$ cat src/rtl/mem_port_arbiter.sv
// Shares one single-ported memory bus between the fetch and data ports of the core.
// One transaction in flight; fetch is forced after STARVE_MAX back-to-back data grants.
module mem_port_arbiter #(
    parameter int ADDR_W     = 32,
    parameter int DATA_W     = 32,
    parameter int STARVE_MAX = 4,
    parameter int TIMEOUT    = 255
) (
    input  logic                clk,
    input  logic                reset,
    input  logic                i_req,
    input  logic [ADDR_W-1:0]   i_addr,
    output logic [DATA_W-1:0]   i_rdata,
    output logic                i_ack,
    output logic                i_fault,
    input  logic                d_req,
    input  logic                d_we,
    input  logic [DATA_W/8-1:0] d_wmask,
    input  logic [ADDR_W-1:0]   d_addr,
    input  logic [DATA_W-1:0]   d_wdata,
    output logic [DATA_W-1:0]   d_rdata,
    output logic                d_ack,
    output logic                d_err,
    output logic                d_stall,
    output logic                m_req,
    output logic                m_we,
    output logic [DATA_W/8-1:0] m_wmask,
    output logic [ADDR_W-1:0]   m_addr,
    output logic [DATA_W-1:0]   m_wdata,
    input  logic                m_gnt,
    input  logic                m_rvalid,
    input  logic [DATA_W-1:0]   m_rdata,
    input  logic                m_err
);
    localparam int MASK_W = DATA_W / 8;
    localparam int STRK_W = $clog2(STARVE_MAX + 1);
    localparam logic [STRK_W-1:0] STREAK_MAX = STRK_W'(STARVE_MAX);
    localparam logic [7:0]        TMO_LAST   = 8'(TIMEOUT - 1);

    localparam logic [1:0] S_IDLE  = 2'd0;
    localparam logic [1:0] S_ISSUE = 2'd1;
    localparam logic [1:0] S_WAIT  = 2'd2;
    localparam logic [1:0] S_RESP  = 2'd3;

    logic [1:0]        r_state;
    logic              r_own_d;
    logic              r_we;
    logic [MASK_W-1:0] r_wmask;
    logic [ADDR_W-1:0] r_addr;
    logic [DATA_W-1:0] r_wdata;
    logic [STRK_W-1:0] r_streak;
    logic [7:0]        r_tcnt;
    logic [DATA_W-1:0] r_i_rdata;
    logic [DATA_W-1:0] r_d_rdata;
    logic              r_i_fault;
    logic              r_d_err;

    logic w_grant_i;
    logic w_grant_d;
    logic w_timeout;
    logic w_i_ack;
    logic w_d_ack;

    always_comb begin
        w_grant_i = 1'b0;
        w_grant_d = 1'b0;
        if (r_state == S_IDLE) begin
            if (i_req && d_req) begin
                w_grant_i = (r_streak == STREAK_MAX);
                w_grant_d = (r_streak != STREAK_MAX);
            end else begin
                w_grant_i = i_req;
                w_grant_d = d_req;
            end
        end
    end

    assign w_timeout = (r_tcnt == TMO_LAST);
    assign w_i_ack   = (r_state == S_RESP) && !r_own_d;
    assign w_d_ack   = (r_state == S_RESP) && r_own_d;

    always_ff @(posedge clk or negedge reset) begin
        if (!reset) begin
            r_state   <= S_IDLE;
            r_own_d   <= 1'b0;
            r_we      <= 1'b0;
            r_wmask   <= '0;
            r_addr    <= '0;
            r_wdata   <= '0;
            r_streak  <= '0;
            r_tcnt    <= '0;
            r_i_rdata <= '0;
            r_d_rdata <= '0;
            r_i_fault <= 1'b0;
            r_d_err   <= 1'b0;
        end else begin
            case (r_state)
                S_IDLE: begin
                    if (w_grant_i) begin
                        r_own_d  <= 1'b0;
                        r_we     <= 1'b0;
                        r_wmask  <= '0;
                        r_addr   <= i_addr;
                        r_wdata  <= '0;
                        r_streak <= '0;
                        r_state  <= S_ISSUE;
                    end else if (w_grant_d) begin
                        r_own_d <= 1'b1;
                        r_we    <= d_we;
                        r_wmask <= d_wmask;
                        r_addr  <= d_addr;
                        r_wdata <= d_wdata;
                        r_state <= S_ISSUE;
                        // Streak only counts data grants that made fetch wait.
                        if (!i_req) begin
                            r_streak <= '0;
                        end else if (r_streak != STREAK_MAX) begin
                            r_streak <= r_streak + STRK_W'(1);
                        end
                    end else begin
                        r_streak <= '0;
                    end
                end
                S_ISSUE: begin
                    if (m_gnt) begin
                        r_tcnt  <= '0;
                        r_state <= S_WAIT;
                    end
                end
                S_WAIT: begin
                    r_tcnt <= r_tcnt + 8'd1;
                    if (m_rvalid || w_timeout) begin
                        r_state <= S_RESP;
                        if (r_own_d) begin
                            r_d_rdata <= m_rvalid ? m_rdata : '0;
                            r_d_err   <= m_rvalid ? m_err : 1'b1;
                        end else begin
                            r_i_rdata <= m_rvalid ? m_rdata : '0;
                            r_i_fault <= m_rvalid ? m_err : 1'b1;
                        end
                    end
                end
                default: r_state <= S_IDLE;
            endcase
        end
    end

    assign m_req   = (r_state == S_ISSUE);
    assign m_we    = r_we;
    assign m_wmask = r_wmask;
    assign m_addr  = r_addr;
    assign m_wdata = r_wdata;

    assign i_ack   = w_i_ack;
    assign i_rdata = r_i_rdata;
    assign i_fault = r_i_fault;
    assign d_ack   = w_d_ack;
    assign d_rdata = r_d_rdata;
    assign d_err   = r_d_err;
    assign d_stall = d_req && !w_d_ack;
endmodule

$ cat config.mk
export PLATFORM = sky130hd
export DESIGN_NAME = mem_port_arbiter
export DESIGN_NICKNAME = d
export VERILOG_FILES = /design/src/rtl/mem_port_arbiter.sv
export SDC_FILE = /design/constraint.sdc
export NUM_CORES = 1
export LEC_CHECK = 0
export BUFFER_PORTS_ARGS = -buffer_cell sky130_fd_sc_hd__buf_2
export CORE_MARGIN = 8
export CORE_UTILIZATION = 50
export CTS_CLUSTER_SIZE = 20
export DETAILED_ROUTE_END_ITERATION = 7
export PLACE_DENSITY = 0.92
export SLEW_MARGIN = 30
export SYNTH_ARGS = -nofsm -noshare
export SYNTH_HDL_FRONTEND = slang
export SYNTH_SLANG_ARGS = --single-unit
$ cat constraint.sdc
create_clock -name clk -period 4.45 [get_ports clk]
set_input_delay 0.6675 -clock clk [delete_from_list [all_inputs] [get_ports clk]]
set_output_delay 0.6675 -clock clk [all_outputs]
set_load 0.02 [all_outputs]
==> impl_metrics.tcl <==
set metrics [dict create \
    layout.cells.non_filler 866 \
    fin_crit_ns 2.300 \
    yosys-top-cells-area "dfrtp_1 (62%), a32o_1 (11%), a22o_1 (5.9%), a222oi_1 (5.4%), inv_1 (2.6%)" \
    yosys_warnings 0 \
    crit_chain "inv_1 > ha_1 > nor2b_2 > buf_4 > o21ai_4 > a32o_1" \
    grt_pass1_vias 5410 \
    required_ns 4.73 \
    leakage_nw 4.251 \
    antenna_found_initial 0 \
    layout-drive-gt1-share 0.4576 \
    cts_buffers 17 \
    synth_cell_types 37 \
    yosysSeqAreaShare 0.6241 \
    rsz0062_at_grt "no" \
    vias 5266 \
    hold_buffers 0 \
    n_fill_cell 806 \
    fin_util 0.6783 \
    grt_usage 0.2359 \
    finClkSkew_ns 0.009357 \
    cts.repair.resized 0 \
    clk_latency_ns 0.41 \
    first_pass_iters 8 \
    synth_nets 590 \
    power.density_nw_per_um2 813.7 \
    drc 4 \
    crit_path_start_kind "register" \
    critPathMaxStageDelay_ns 0.40 \
    grt_max_degree 121 \
    run_status "complete, but fails checks" \
    cp_slowest_cell "dfrtp_1" \
    viasPerCell 6.081 \
    dp_hpwl_mm 13.67 \
    netlist_area_um2 5974 \
    wl_per_cell_um 21.84 \
    drt-initial-drc-count 589 \
    setup_violations 0 \
    synth_edf_count 0 \
    dp.cells 832 \
    end_kind "register" \
    globalplace.congestion 0.8190 \
    synth_top_cell_by_area "dfrtp_1" \
    period_share 0.5168 \
    final_common_cell "buf_2" \
    worst_pin_slew_ns 0.9184 \
    cts_tree "built" \
    ys_ff_latch 149 \
    row_count 40 \
    clock-root-buffer "clkbuf_16" \
    whs_ns 0.1337 \
    wirelength_mm 18.92 \
    syn_area_per_cell_um2 13.52 \
    htreeDepth 4 \
    clock_sinks 149 \
    final_max_slew_viol_count 0 \
    synthCells 442 \
    maxSlewHeadroom 0.3854 \
    worstRegToRegCells 6 \
    ioPinCount 279 \
    synthFlopType "dfrtp_1" \
    synth_top_area_share 0.6241 \
    critPathKind "reg2reg" \
    ant_nets 0 \
    portBuffers 278 \
    cts_buffer_depth 2 \
    vdd_ir_drop_max_v 0.0004802 \
    die_h_um 125.3 \
    core_um2 11860 \
    nets 854 \
    die_area_um2 15700 \
    post_cts_buffers 0 \
    crit_arrival_ns 2.58 \
    fin_setup_tns_ns 0 \
    grt_overflow 0 \
    n_antenna_cell 0 \
    critPathMaxFanout 34 \
    finalHoldViolCount 0 \
    fmax_mhz 434.8 \
    maxCapViolations 0 \
    die_w_um 125.3 \
    total_power_w 0.006546 \
    mostFrequentLayoutCells "buf_2 (277), dfrtp_1 (149), a32o_1 (64)" \
    violations "design-rule violations" \
    areaGrowthSynthToFinish_pct 34.66 \
    initial_core_util 0.5037 \
    async_flop_share 1.000 \
    clk_pin_slew_ns 0.06 \
    hp-class "in2async" \
    grt_pass1_wl_mm 29.35 \
]
==> worst max-delay path, delay by kind of cell, from the launching register on <==
kind,cells,cell delay [ns]
buffers and inverters,2,0.48
AO/OA/AOI/OAI,2,0.68
flip-flops,1,0.40
adder cells (fa/ha/maj),1,0.39
AND/OR/NAND/NOR,1,0.20
==> flip-flops by register name (all words and copies together), names as in the netlist, 2 cells and up <==
register and cells:
r_streak 3, i_rdata 32, m_addr 32, r_state 2, m_wdata 32, m_wmask 4
d_rdata 32, r_tcnt 8
==> per-stage QoR <==
| step | worst slack, ns | instance area [µm²] |
|---|---|---|
| global placement | 1.933 | 7381 |
| finish | 2.150 | 8045 |
| detailed placement | 1.787 | 7412 |
| global route | 1.998 | 8045 |
| floorplan | 2.615 | 5974 |
| CTS | 1.756 | 7999 |
==> layout make-up <==
class	instances	area, µm²	share of cell area
clock buffer	22	464.2	0.05770
clock inverter	10	122.6	0.01524
sequential	149	3729	0.4635
inverter	41	153.9	0.01913
multi-input combinational	209	1868	0.2322
timing repair buffer	288	1524	0.1894
tap	147	183.9	0.02286
==> logic make-up after synthesis <==
family,Yosys count,share of synthesized area
AOI/OAI and AO/OA,156,0.2459
and+or+nand+nor,39,0.03581
muxes,4,0.006911
adders and majority gates,8,0.01675
DFF,149,0.6241
buffers and inverters,84,0.06764
xor gates and xnor gates,2,0.002932
==> metal layers <==
layer | global-route usage | wire [µm] | vias to the layer above | part of all wire
met2 | 0.4011 | 9530 | 350 | 0.50
met3 | 0.09817 | 2089 | 26 | 0.11
li1 | - | - | 2258 | -
met1 | 0.2581 | 6892 | 2632 | 0.36
met4 | 0.09169 | 404 | 0 | 0.021
met5 | 0 | 0 | - | 0
==> where the power goes <==
part	switching (W)	internal, W	total, W
clock	0.000545	0.000860	0.00140
sequential	0.000368	0.00196	0.00233
combinational	0.00175	0.00106	0.00281
==> synth_stat cells, types with 5 or more instances <==
| cell type | number |
|---|---|
| a32o_1 | 64 |
| nand2_1 | 10 |
| buf_2 | 29 |
| dfrtp_1 | 149 |
| nand3_1 | 5 |
| buf_6 | 6 |
| inv_1 | 41 |
| a222oi_1 | 32 |
| a22o_1 | 40 |
| ha_1 | 8 |
| nor2b_1 | 5 |
| clkbuf_1 | 6 |
==> final timing paths <==
check / startpoint / to / slack, ns
max: r_state[0] / i_rdata[28] / 2.15
min: reset / d_rdata[30] / 0.13
max reg2reg: r_state[0] / i_rdata[28] / 2.15
min reg2reg: i_rdata[13] / i_rdata[13] / 0.49
max in group asynchronous: reset / d_rdata[15] / 3.18
min in group clk: d_wmask[1] / m_wmask[1] / 0.47
(Power assumes the default switching activity.)
